## src/rtl/writeback_stage.sv

```systemverilog
// writeback_stage: final pipeline stage. Selects the retiring result (ALU or
// load data), commits it to the 16-entry architectural register file, keeps
// the per-register busy scoreboard and counts retired instructions.
// All state updates happen on the falling edge of I_CLOCK.
//
// Optional feature macro: WB_BYPASS_EN
//   defined   -> read ports forward the same-cycle commit value
//   undefined -> read ports return stored register contents only
//
// Opcode encoding (OPCODE_WIDTH = 8):
//   ADD_D 10 ADDI_D 11 AND_D 12 ANDI_D 13 MOV 14 MOVI_D 15 LDW 16 STW 17
//   BRN..BRNZP 18..1E  JMP 1F  JSR 20  JSRR 21  (anything else: unknown)

module writeback_stage #(
    parameter int NUM_REGS     = 16,
    parameter int CNT_WIDTH    = 32,
    parameter int REG_WIDTH    = 16,
    parameter int OPCODE_WIDTH = 8
) (
    input  logic                    I_CLOCK,
    input  logic                    I_RESET,
    input  logic                    I_LOCK,
    input  logic [REG_WIDTH-1:0]    I_ALUOut,
    input  logic [REG_WIDTH-1:0]    I_MemOut,
    input  logic [OPCODE_WIDTH-1:0] I_Opcode,
    input  logic [3:0]              I_DestRegIdx,
    input  logic                    I_FetchStall,
    input  logic                    I_DepStall,
    input  logic [3:0]              I_RdIdx0,
    input  logic [3:0]              I_RdIdx1,
    output logic [REG_WIDTH-1:0]    O_RdData0,
    output logic [REG_WIDTH-1:0]    O_RdData1,
    input  logic                    I_SetBusy,
    input  logic [3:0]              I_SetBusyIdx,
    output logic [NUM_REGS-1:0]     O_BusyVec,
    output logic                    O_WBValid,
    output logic [3:0]              O_WBIdx,
    output logic [REG_WIDTH-1:0]    O_WBValue,
    output logic [CNT_WIDTH-1:0]    O_RetireCount
);

    localparam logic [OPCODE_WIDTH-1:0] OP_ADD_D  = 8'h10;
    localparam logic [OPCODE_WIDTH-1:0] OP_ADDI_D = 8'h11;
    localparam logic [OPCODE_WIDTH-1:0] OP_AND_D  = 8'h12;
    localparam logic [OPCODE_WIDTH-1:0] OP_ANDI_D = 8'h13;
    localparam logic [OPCODE_WIDTH-1:0] OP_MOV    = 8'h14;
    localparam logic [OPCODE_WIDTH-1:0] OP_MOVI_D = 8'h15;
    localparam logic [OPCODE_WIDTH-1:0] OP_LDW    = 8'h16;
    localparam logic [OPCODE_WIDTH-1:0] OP_JSR    = 8'h20;
    localparam logic [OPCODE_WIDTH-1:0] OP_JSRR   = 8'h21;

    localparam logic [CNT_WIDTH-1:0] CNT_MAX = {CNT_WIDTH{1'b1}};
    localparam logic [CNT_WIDTH-1:0] CNT_ONE = {{(CNT_WIDTH-1){1'b0}}, 1'b1};
    localparam logic [NUM_REGS-1:0]  BIT_ONE = {{(NUM_REGS-1){1'b0}}, 1'b1};

    // True for opcodes that write a destination register.
    function automatic logic is_writer(input logic [OPCODE_WIDTH-1:0] op);
        logic w;
        case (op)
            OP_ADD_D, OP_ADDI_D, OP_AND_D, OP_ANDI_D,
            OP_MOV, OP_MOVI_D, OP_LDW, OP_JSR, OP_JSRR: w = 1'b1;
            default:                                    w = 1'b0;
        endcase
        return w;
    endfunction

    logic [REG_WIDTH-1:0] rf_q [NUM_REGS];
    logic [NUM_REGS-1:0]  busy_q;
    logic [NUM_REGS-1:0]  busy_d;
    logic [CNT_WIDTH-1:0] cnt_q;
    logic [CNT_WIDTH-1:0] cnt_d;
    logic                 wb_valid_q;
    logic [3:0]           wb_idx_q;
    logic [REG_WIDTH-1:0] wb_value_q;

    logic                 retire_s;
    logic                 commit_s;
    logic [REG_WIDTH-1:0] value_s;
    logic [NUM_REGS-1:0]  clr_mask_s;
    logic [NUM_REGS-1:0]  set_mask_s;

    // Retire/commit decode and result selection (load data only for LDW).
    always_comb begin
        retire_s = I_LOCK & ~I_FetchStall & ~I_DepStall;
        commit_s = retire_s & is_writer(I_Opcode);
        if (I_Opcode == OP_LDW) begin
            value_s = I_MemOut;
        end else begin
            value_s = I_ALUOut;
        end
    end

    // Scoreboard next state: clear on commit, then set from decode so that a
    // same-index set wins (the newer producer is still outstanding).
    always_comb begin
        if (commit_s) begin
            clr_mask_s = BIT_ONE << I_DestRegIdx;
        end else begin
            clr_mask_s = {NUM_REGS{1'b0}};
        end
        if (I_SetBusy) begin
            set_mask_s = BIT_ONE << I_SetBusyIdx;
        end else begin
            set_mask_s = {NUM_REGS{1'b0}};
        end
        busy_d = (busy_q & ~clr_mask_s) | set_mask_s;
    end

    // Saturating retired-instruction counter.
    always_comb begin
        if (retire_s && (cnt_q != CNT_MAX)) begin
            cnt_d = cnt_q + CNT_ONE;
        end else begin
            cnt_d = cnt_q;
        end
    end

    // Architectural state update on the falling edge; reset dominates.
    always_ff @(negedge I_CLOCK) begin
        if (I_RESET) begin
            for (int i = 0; i < NUM_REGS; i++) begin
                rf_q[i] <= {REG_WIDTH{1'b0}};
            end
            busy_q     <= {NUM_REGS{1'b0}};
            cnt_q      <= {CNT_WIDTH{1'b0}};
            wb_valid_q <= 1'b0;
            wb_idx_q   <= 4'd0;
            wb_value_q <= {REG_WIDTH{1'b0}};
        end else begin
            busy_q     <= busy_d;
            cnt_q      <= cnt_d;
            wb_valid_q <= commit_s;
            if (commit_s) begin
                rf_q[I_DestRegIdx] <= value_s;
                wb_idx_q           <= I_DestRegIdx;
                wb_value_q         <= value_s;
            end else begin
                wb_idx_q   <= wb_idx_q;
                wb_value_q <= wb_value_q;
            end
        end
    end

    // Combinational read ports, optionally forwarding the in-flight commit.
    always_comb begin
`ifdef WB_BYPASS_EN
        if (commit_s && (I_RdIdx0 == I_DestRegIdx)) begin
            O_RdData0 = value_s;
        end else begin
            O_RdData0 = rf_q[I_RdIdx0];
        end
        if (commit_s && (I_RdIdx1 == I_DestRegIdx)) begin
            O_RdData1 = value_s;
        end else begin
            O_RdData1 = rf_q[I_RdIdx1];
        end
`else
        O_RdData0 = rf_q[I_RdIdx0];
        O_RdData1 = rf_q[I_RdIdx1];
`endif
    end

    assign O_BusyVec     = busy_q;
    assign O_RetireCount = cnt_q;
    assign O_WBValid     = wb_valid_q;
    assign O_WBIdx       = wb_idx_q;
    assign O_WBValue     = wb_value_q;

endmodule

```

## config.mk

```make
export PLATFORM = sky130hd
export DESIGN_NAME = writeback_stage
export DESIGN_NICKNAME = d
export VERILOG_FILES = /design/src/rtl/writeback_stage.sv
export SDC_FILE = /design/constraint.sdc
export NUM_CORES = 1
export LEC_CHECK = 0
export BUFFER_PORTS_ARGS = -buffer_cell sky130_fd_sc_hd__buf_2
export CAP_MARGIN = 20
export CORE_MARGIN = 5
export CORE_UTILIZATION = 30
export DETAILED_ROUTE_END_ITERATION = 10
export HOLD_SLACK_MARGIN = 0.03
export PLACE_DENSITY_LB_ADDON = 0.3
export SETUP_SLACK_MARGIN = 0.2
export SYNTH_ARGS = -nofsm -noshare
export SYNTH_HDL_FRONTEND = slang
export SYNTH_SLANG_ARGS = --single-unit
```

## constraint.sdc

```tcl
create_clock -name I_CLOCK -period 3.9 [get_ports I_CLOCK]
set_clock_uncertainty 0.15 [all_clocks]
set_input_delay 0.585 -clock I_CLOCK [delete_from_list [all_inputs] [get_ports I_CLOCK]]
set_output_delay 0.585 -clock I_CLOCK [all_outputs]
set_load 0.02 [all_outputs]
```

==> summary.md <==
| Metric | Value |
|---|---|
| Share of layout cells above drive strength 1 | `0.481` |
| Instance count of the mapped netlist | `1172` |
| Final Net Count | `1862` |
| Max-slew violations | `0` |
| Crit start category | `flip-flop` |
| Placed cell count | `2055` |
| Critical Path Sink Type | `output port` |
| Residual DRC | `0` |
| HPWL Detailed | `34800 µm` |
| Initial antenna violation count | `0` |
| Largest net degree at the start of global routing | `65` |
| Mapped Nets | `1235` |
| GPL Wtd Cong | `0.810` |
| Final Hold Viols | `0` |
| Inserted Clock Buffers | `40` |
| Outcome | `complete, but fails checks` |
| CP Cell Sequence | `mux4_2 > mux4_2 > buf_6` |
| GRT Util Overall | `0.186` |
| # clock sinks | `325` |
| Maximum vdd drop | `0.276 mV` |
| Inserted Diodes | `0` |
| Placement Setup Slack | `-0.536 ns` |
| Warnings from Yosys | `0` |
| Worst Setup Path Type | `flip-flop to output port` |
| Routed WL per cell | `22.2 µm` |
| PnR worst setup slack | `-1.07 ns` |
| Synthesized area | `16200 µm²` |
| Hold-fix buffers, CTS | `0` |
| Final core occ | `0.464` |
| Mean Syn Cell Area | `13.8 µm²` |
| Data required, critical path | `3.16 ns` |
| Die Wd | `242 µm` |
| CORE AREA | `53600 µm²` |
| Finished Layout Cells | `2523` |
| Area growth syn-to-layout | `53.6%` |
| Final setup vio count | `105` |
| H-tree depth | `2` |
| I/O Buffers | `162` |
| Max Cap Viol | `0` |
| Critical Path AT | `4.24 ns` |
| Worst slew margin | `0.501` |
| Power density cells | `417 nW/µm²` |
| Rows | `85` |
| Max FO, Critical Path | `2` |
| Slowest stage delay, CP | `0.58 ns` |
| Worst Tran Pin Value | `0.748 ns` |
| Die ar. | `58700 µm²` |
| Commonest non-fill, non-tap cell in the layout | `inv_1` |
| ANT nets after route | `0` |
| Failing checks | `setup timing` |
| Largest buffer count on any clock path | `3` |
| Residual overflow from global routing | `0` |
| Detailed Route WL | `56100 µm` |
| Clock root buffer | `clkbuf_16` |
| Power Total | `10400 µW` |
| Initial core utilization | `0.302` |
| Slowest-stage cell, CP | `mux4_2` |
| CTS tree | `yes` |
| Async set or reset register ratio after synthesis | `0` |
| Unrepaired setup endpoints after global routing | `yes` |
| First-pass GRT wire length | `83200 µm` |
| Iter 0 DRT Violations | `1015` |
| Initial DRT Pass Iterations | `5` |
| Post-synthesis sequential area ratio | `0.560` |
| EDFF count, synth | `256` |
| Routed vias | `13.1k` |
| Hold WS | `0.328 ns` |
| Clock latency at the later pin of the worst-skew pair | `0.62 ns` |
| Post-synth cell types | `64` |
| CTS clk-pin slew, worst paths | `0.03 ns` |
| # IOs | `163` |
| Worst hold path type | `flip-flop to flip-flop` |
| LEAKAGE | `0.00979 µW` |
| Vias in the first global route | `14.3k` |
| CP dominant cell by count | `mux4_2` |
| Die Ht | `242 µm` |
| Commonest non-fill, non-tap cells in the layout | `inv_1 (345), edfxtp_1 (256), mux4_2 (160)` |
| Routed vias/inst | `5.18` |
| Register bit total from synthesis | `325` |
| Most used DFF post-synth | `edfxtp_1` |
## final timing paths
path / slack, ns / depth (start not counted) / start / end
setup / recovery: -1.07 / 3 / rf_q[3][13] / O_RdData1[13]
setup reg to reg: 1.39 / 7 / O_RetireCount[26] / O_RetireCount[3]
hold / removal: 0.33 / 2 / O_BusyVec[0] / O_BusyVec[0]
hold reg to reg: 0.33 / 2 / O_BusyVec[0] / O_BusyVec[0]
## cell type report
class	instances	area, µm²
Fill cell	4798	28700
Sequential cell	325	9230
Multi-Input combinational cell	744	8140
Timing Repair Buffer	348	4000
Clock inverter	355	1580
Clock buffer	40	1000
Tap cell	696	871
Inverter	15	56.3
## stage by stage
stage / cell area (µm²) / setup TNS (ns)
2_1_floorplan: 17100 / -181.94
5_1_grt: 24900 / -36.25
4_1_cts: 24100 / -33.09
3_5_place_dp: 19600 / -271.30
6_report: 24900 / -34.08
3_3_place_gp: 19600 / -271.87
## metal layers
layer	vias up	wire length, µm	track usage
met1	6624	22100	0.229
met5	-	0	0
met3	87	4610	0.0706
met4	0	2010	0.0881
met2	547	27400	0.290
li1	5814	-	-
## power breakdown
group / internal [µW] / total (µW) / switching [µW]
clock network: 2790 / 5200 / 2400
registers: 3880 / 3960 / 74.4
logic: 581 / 1210 / 626
total: 7260 / 10400 / 3100
## timing repair
action	4_1_cts	5_1_grt
gates cloned	14	2
buffers inserted	52	6
setup endpoints to repair	528	655
gates resized for setup	382	203
pin swaps	90	74
## flip-flops by register name, summed over array words and instances (netlist names)
register and flops:
O_WBValue 16, O_WBIdx 4, rf_q 256, O_RetireCount 32, O_WBValid 1, O_BusyVec 16
## cell usage after synthesis (all sizes together), types with 16 or more instances
cell,instances,area (µm²)
mux2i,21,210
nor2,296,1110
a211oi,17,128
dfxtp,69,1380
mux4,160,3600
clkbuf,41,154
edfxtp,256,7690
o21ai,38,201
nand2,35,134
inv,16,60.1
nand3,34,220
a21oi,25,125
buf,51,272
## critical path: cells and delay by family, from the launching register on
| family | cells | cell delay, ns |
|---|---|---|
| buf+inv | 1 | 0.17 |
| flops | 1 | 0.39 |
| mux | 2 | 1.13 |
## kinds of logic after synthesis
| logic type | after synthesis | share of synthesized area |
|---|---|---|
| mux | 185 | 0.238 |
| xor+xnor | 6 | 0.00325 |
| buf+inv | 108 | 0.0300 |
| flops | 325 | 0.560 |
| fa+ha+maj | 1 | 0.000773 |
| simple gates | 442 | 0.126 |
| compound gates | 105 | 0.0414 |
(Power assumes the default switching activity.)
